<file path="src/rtl/shift_deser.sv">
// Serial-to-parallel deserializer: packs SHIFT_AMOUNT-bit chunks into SIZE-bit words,
// with a one-word holding slot in the accumulator so input can stall cleanly behind the output.
module shift_deser #(
  parameter int SIZE         = 16,
  parameter int SHIFT_AMOUNT = 4,
  parameter int MSB_FIRST    = 1
) (
  input  logic                    clk_i,
  input  logic                    reset_i,
  input  logic [SHIFT_AMOUNT-1:0] din_i,
  input  logic                    in_valid_i,
  output logic                    in_ready_o,
  output logic [SIZE-1:0]         dout_o,
  output logic                    out_valid_o,
  input  logic                    out_ready_i,
  output logic                    busy_o
);

  localparam int N  = SIZE / SHIFT_AMOUNT;
  localparam int CW = (N > 1) ? $clog2(N) : 1;

  logic [SIZE-1:0] acc;
  logic [SIZE-1:0] acc_next;
  logic [CW-1:0]   count;
  logic            acc_full;
  logic            accept;
  logic            last;
  logic            slot_free;

  // Handshake: a transfer happens on a rising edge where valid and ready are both high;
  // ready never depends on valid, and a producer holds its data until it is taken.
  assign in_ready_o = !acc_full;
  assign accept     = in_valid_i && !acc_full;
  assign last       = accept && (count == CW'(N - 1));
  assign slot_free  = !out_valid_o || out_ready_i;
  assign busy_o     = (count != '0) || acc_full;

  generate
    if (N == 1) begin : g_single
      assign acc_next = din_i;
    end else if (MSB_FIRST != 0) begin : g_msb
      assign acc_next = {acc[SIZE-SHIFT_AMOUNT-1:0], din_i};
    end else begin : g_lsb
      assign acc_next = {din_i, acc[SIZE-1:SHIFT_AMOUNT]};
    end
  endgenerate

  always_ff @(posedge clk_i) begin
    if (!reset_i) begin
      acc         <= '0;
      count       <= '0;
      acc_full    <= 1'b0;
      dout_o      <= '0;
      out_valid_o <= 1'b0;
    end else begin
      if (accept) begin
        acc   <= acc_next;
        count <= last ? '0 : count + CW'(1);
      end
      // accept is blocked while acc_full, so a parked word and a new Nth chunk never coincide
      if (acc_full && slot_free) begin
        dout_o      <= acc;
        out_valid_o <= 1'b1;
        acc_full    <= 1'b0;
      end else if (last && slot_free) begin
        dout_o      <= acc_next;
        out_valid_o <= 1'b1;
      end else if (last) begin
        acc_full <= 1'b1;
      end else if (out_valid_o && out_ready_i) begin
        out_valid_o <= 1'b0;
      end
    end
  end

endmodule
</file>
<file path="config.mk">
export PLATFORM = sky130hd
export DESIGN_NAME = shift_deser
export DESIGN_NICKNAME = d
export VERILOG_FILES = /design/src/rtl/shift_deser.sv
export SDC_FILE = /design/constraint.sdc
export NUM_CORES = 1
export LEC_CHECK = 0
export ABC_AREA = 1
export BUFFER_PORTS_ARGS = -buffer_cell sky130_fd_sc_hd__buf_2
export CAP_MARGIN = 20
export CORE_AREA = 2 2 61 63
export CTS_CLUSTER_DIAMETER = 40
export DETAILED_ROUTE_END_ITERATION = 8
export DIE_AREA = 0 0 63 65
export GPL_TIMING_DRIVEN = 0
export PLACE_DENSITY = 0.8
export SYNTH_ARGS = -nofsm -noshare
export SYNTH_HDL_FRONTEND = slang
export SYNTH_SLANG_ARGS = --single-unit
</file>
<file path="constraint.sdc">
create_clock -name clk_i -period 1.2 [get_ports clk_i]
set_input_delay 0.12 -clock clk_i [delete_from_list [all_inputs] [get_ports clk_i]]
set_output_delay 0.12 -clock clk_i [all_outputs]
set_load 0.03 [all_outputs]
</file>
==> qor.json <==
{
  "final_min_period_over_clock_period_pct": 105,
  "worst_slack_ns": -0.0588,
  "number_of_global_route_vias_before_repair": 1413,
  "synthCells": 247,
  "rr_endpoint": "acc[14]",
  "fin_worst_skew_ns": 0.0105,
  "slowest_delay_ns": 0.35,
  "run_status": "finished with violations",
  "timing.final.setup_violations": 7,
  "synth_area_mm2": 0.00167,
  "cts-buffers-inserted": 5,
  "antenna_cells_inserted": 0,
  "synth_seq_cells": 36,
  "finalNonFillerCells": 337,
  "clock-root-buffer": "sky130_fd_sc_hd__clkbuf_4",
  "fin_tns_setup_ns": -0.166,
  "clk_pin_slew_ns": 0.11,
  "layout.nets": 298,
  "io_buffer_count": 25,
  "count_of_final_max_slew_check_failures": 0,
  "grt_pass1_wl_mm": 6.38,
  "hpwl_mm": 2.40,
  "whs_path_depth": 3,
  "vias_per_cell": 4.78,
  "fillers": 324,
  "grt_setup_unrepaired": "yes",
  "class_of_the_tightest_hold_or_removal_check": "primary input to flop",
  "die_height_um": 65,
  "finalWeightedCongestion": 0.787,
  "critPathSlowestCell": "sky130_fd_sc_hd__dfxtp_2",
  "crit_path_start_kind": "flop",
  "post-place-cells": 320,
  "timing.hold.ws_ns": 0.0593,
  "totalPowerFinal_mw": 2.49,
  "vdd_ir_drop_max_mv": 0.793,
  "maxCapViolations": 0,
  "powerDensity_mw_per_mm2": 1110,
  "holdCritStartpoint": "din_i[3]",
  "worst_pin_slew_ns": 0.387,
  "final_period_minus_worst_setup_slack_ns": 1.26,
  "clock_sink_count": 36,
  "track_usage_pct": 20.3,
  "dpl_cell_area_mm2": 0.00186,
  "failed_checks": "negative setup slack",
  "synth_top_family_by_area": "simple AND/OR/NAND/NOR gates",
  "cp_capture_type": "output pin",
  "routed_wire_length_per_instance_um": 12.1,
  "die_area_mm2": 0.00410,
  "chipWidth_um": 63,
  "mux_cell_area_share_after_synthesis_pct": 0,
  "hold-path-endpoint": "acc[3]",
  "postLayoutCoreUtil_pct": 63.8,
  "max-clock-path-buffers": 2,
  "series_of_cell_instances_along_the_critical_path": "inv_2 > buf_8 > buf_8 > nand2_4 > buf_6",
  "slew_headroom_pct": 74.2,
  "source_to_sink_clock_delay_at_the_later_pin_of_the_worst_skew_pair_ns": 0.35,
  "synth_nets": 257,
  "grt_start_max_net_pins": 12,
  "post_layout_instance_area_mm2": 0.00223,
  "synth_compound_area_share_pct": 10.8,
  "route.vias.total": 1611,
  "synth_adder_area_share_pct": 1.50,
  "sequential_to_total_area_share_from_yosys_stat_pct": 43.1,
  "layout-drive-gt1-share_pct": 30.4,
  "post_cts_hold_buffer_count": 0,
  "htree_levels": 2,
  "tritoncts": "built",
  "routed_wirelength_mm": 4.08,
  "worst-r2r-setup-slack_ns": -0.03,
  "io_pins": 27,
  "layout-area-overhead-vs-synth_pct": 33.3,
  "critPathArrivalTime_ns": 1.14,
  "setup_crit_path_kind": "flop to output pin",
  "cp_max_fo": 3,
  "leakage_nw": 1.06,
  "post_synth_and_or_nand_nor_area_fraction_pct": 30.9,
  "grt_remaining_overflow": 0,
  "initialDrtViolationCount": 79,
  "floorplan.initialDensity_pct": 47.9,
  "hold_viol_final": 0,
  "ys_types": 17,
  "coreArea_mm2": 0.00350,
  "drt_drc_violations_left": 0,
  "r2r.worst_path.cells": 7,
  "worst_path_most_repeated_cell": "sky130_fd_sc_hd__buf_8",
  "row_count": 22,
  "ant_nets": 0,
  "achievable-frequency_ghz": 0.794,
  "drt_pre_antenna_iters": 4,
  "cp_data_required_time_ns": 1.08,
  "place_worst_setup_slack_ns": -0.115,
  "synth-xor-area-share_pct": 0,
  "yosysWarnings": 0,
  "worstReg2RegStart": "acc_full",
  "antenna_violations_before_repair": 0,
  "syn_area_per_cell_um2": 6.77
}
-- placed cells by master (no fill, tap or decap) --
cell type,netlist,final
sky130_fd_sc_hd__nand2_8,0,3
sky130_fd_sc_hd__dfxtp_4,0,2
sky130_fd_sc_hd__clkbuf_1,2,3
sky130_fd_sc_hd__clkbuf_4,0,5
sky130_fd_sc_hd__buf_8,0,5
sky130_fd_sc_hd__nand2_2,2,10
sky130_fd_sc_hd__o21ai_1,1,8
sky130_fd_sc_hd__clkinv_2,0,1
sky130_fd_sc_hd__bufinv_16,0,1
sky130_fd_sc_hd__clkbuf_16,0,1
sky130_fd_sc_hd__a21oi_1,18,18
sky130_fd_sc_hd__ha_4,0,2
sky130_fd_sc_hd__buf_6,4,7
sky130_fd_sc_hd__inv_2,1,3
sky130_fd_sc_hd__nand2_4,3,6
sky130_fd_sc_hd__dfxtp_2,0,2
sky130_fd_sc_hd__dfxtp_1,36,32
sky130_fd_sc_hd__nand2_1,52,38
sky130_fd_sc_hd__o21ai_0,17,10
sky130_fd_sc_hd__nand3_2,0,3
sky130_fd_sc_hd__inv_1,35,33
sky130_fd_sc_hd__nor2_1,49,44
sky130_fd_sc_hd__nor2_2,0,5
sky130_fd_sc_hd__buf_2,4,26
sky130_fd_sc_hd__or2_1,1,1
sky130_fd_sc_hd__buf_4,3,6
sky130_fd_sc_hd__nand3_1,17,14
-- sequential cells by signal (all words and copies together), names as in the netlist --
name	cells
count	2
acc_full	1
acc	16
dout_o	16
out_valid_o	1
-- cells by family (layout without fill, tap and decap cells) --
logic type,count (synthesis),in the layout
and+or+nand+nor,124,124
buffers and inverters,49,91
AOI/OAI and AO/OA,36,36
DFF,36,36
adders and majority gates,2,2
-- report_power, final --
part / switching [mW] / leakage [nW] / internal (mW)
combinational: 0.205 / 0.724 / 0.132
sequential: 0.0378 / 0.297 / 1.25
clock: 0.421 / 0.0422 / 0.437
total: 0.664 / 1.06 / 1.82
-- synthesized netlist by cell type --
library cell	count	area (µm²)
sky130_fd_sc_hd__inv_1	35	131
sky130_fd_sc_hd__clkbuf_1	2	7.51
sky130_fd_sc_hd__buf_6	4	45.0
sky130_fd_sc_hd__buf_2	4	20.0
sky130_fd_sc_hd__nand2_1	52	195
sky130_fd_sc_hd__a21oi_1	18	90.1
sky130_fd_sc_hd__inv_2	1	3.75
sky130_fd_sc_hd__nand2_4	3	33.8
sky130_fd_sc_hd__nor2_1	49	184
sky130_fd_sc_hd__o21ai_1	1	5.00
sky130_fd_sc_hd__ha_1	2	25.0
sky130_fd_sc_hd__or2_1	1	6.26
sky130_fd_sc_hd__dfxtp_1	36	721
sky130_fd_sc_hd__buf_4	3	22.5
sky130_fd_sc_hd__nand2_2	2	12.5
sky130_fd_sc_hd__o21ai_0	17	85.1
sky130_fd_sc_hd__nand3_1	17	85.1
-- final cells by class --
cell class | instances | area [µm²] | area share (%)
Multi-Input combinational cell | 162 | 866 | 38.8
Sequential cell | 36 | 731 | 32.8
Timing Repair Buffer | 34 | 235 | 10.5
Inverter | 36 | 135 | 6.06
Buffer | 13 | 126 | 5.67
Tap cell | 48 | 60.1 | 2.69
Clock buffer | 6 | 41.3 | 1.85
Clock inverter | 2 | 35.0 | 1.57
-- critical path, delay by kind of cell (launching register included) --
family / cells / cell delay (ns)
buffers and inverters: 4 / 0.41
and+or+nand+nor: 1 / 0.05
DFF: 1 / 0.35
-- worst max-delay path by stage --
stage / startpoint / end / depth (start not counted)
after detailed placement: count[0] / dout_o[7] / 7
after CTS: acc_full / busy_o / 5
final: acc_full / busy_o / 5
after global routing: acc_full / busy_o / 5
after floorplan: out_valid_o / dout_o[0] / 6
after global placement: count[0] / dout_o[7] / 7
-- metal layers --
metal | share of wire, % | vias up | GRT usage [%]
met5 | 0 | - | 0
met2 | 48 | 34 | 33.5
li1 | - | 836 | -
met3 | 3.7 | 7 | 5.38
met1 | 46 | 734 | 24.9
met4 | 1.9 | 0 | 8.61
-- repair_timing --
| item | CTS | global route |
|---|---|---|
| pin swaps | 2 | 22 |
| endpoints found under the setup margin | 15 | 34 |
| setup buffers | 6 | 0 |
| cloned | 2 | 1 |
| resized for setup | 20 | 47 |
| endpoints found under the hold margin | 0 | 0 |
Power figures use the tool's default switching activity.
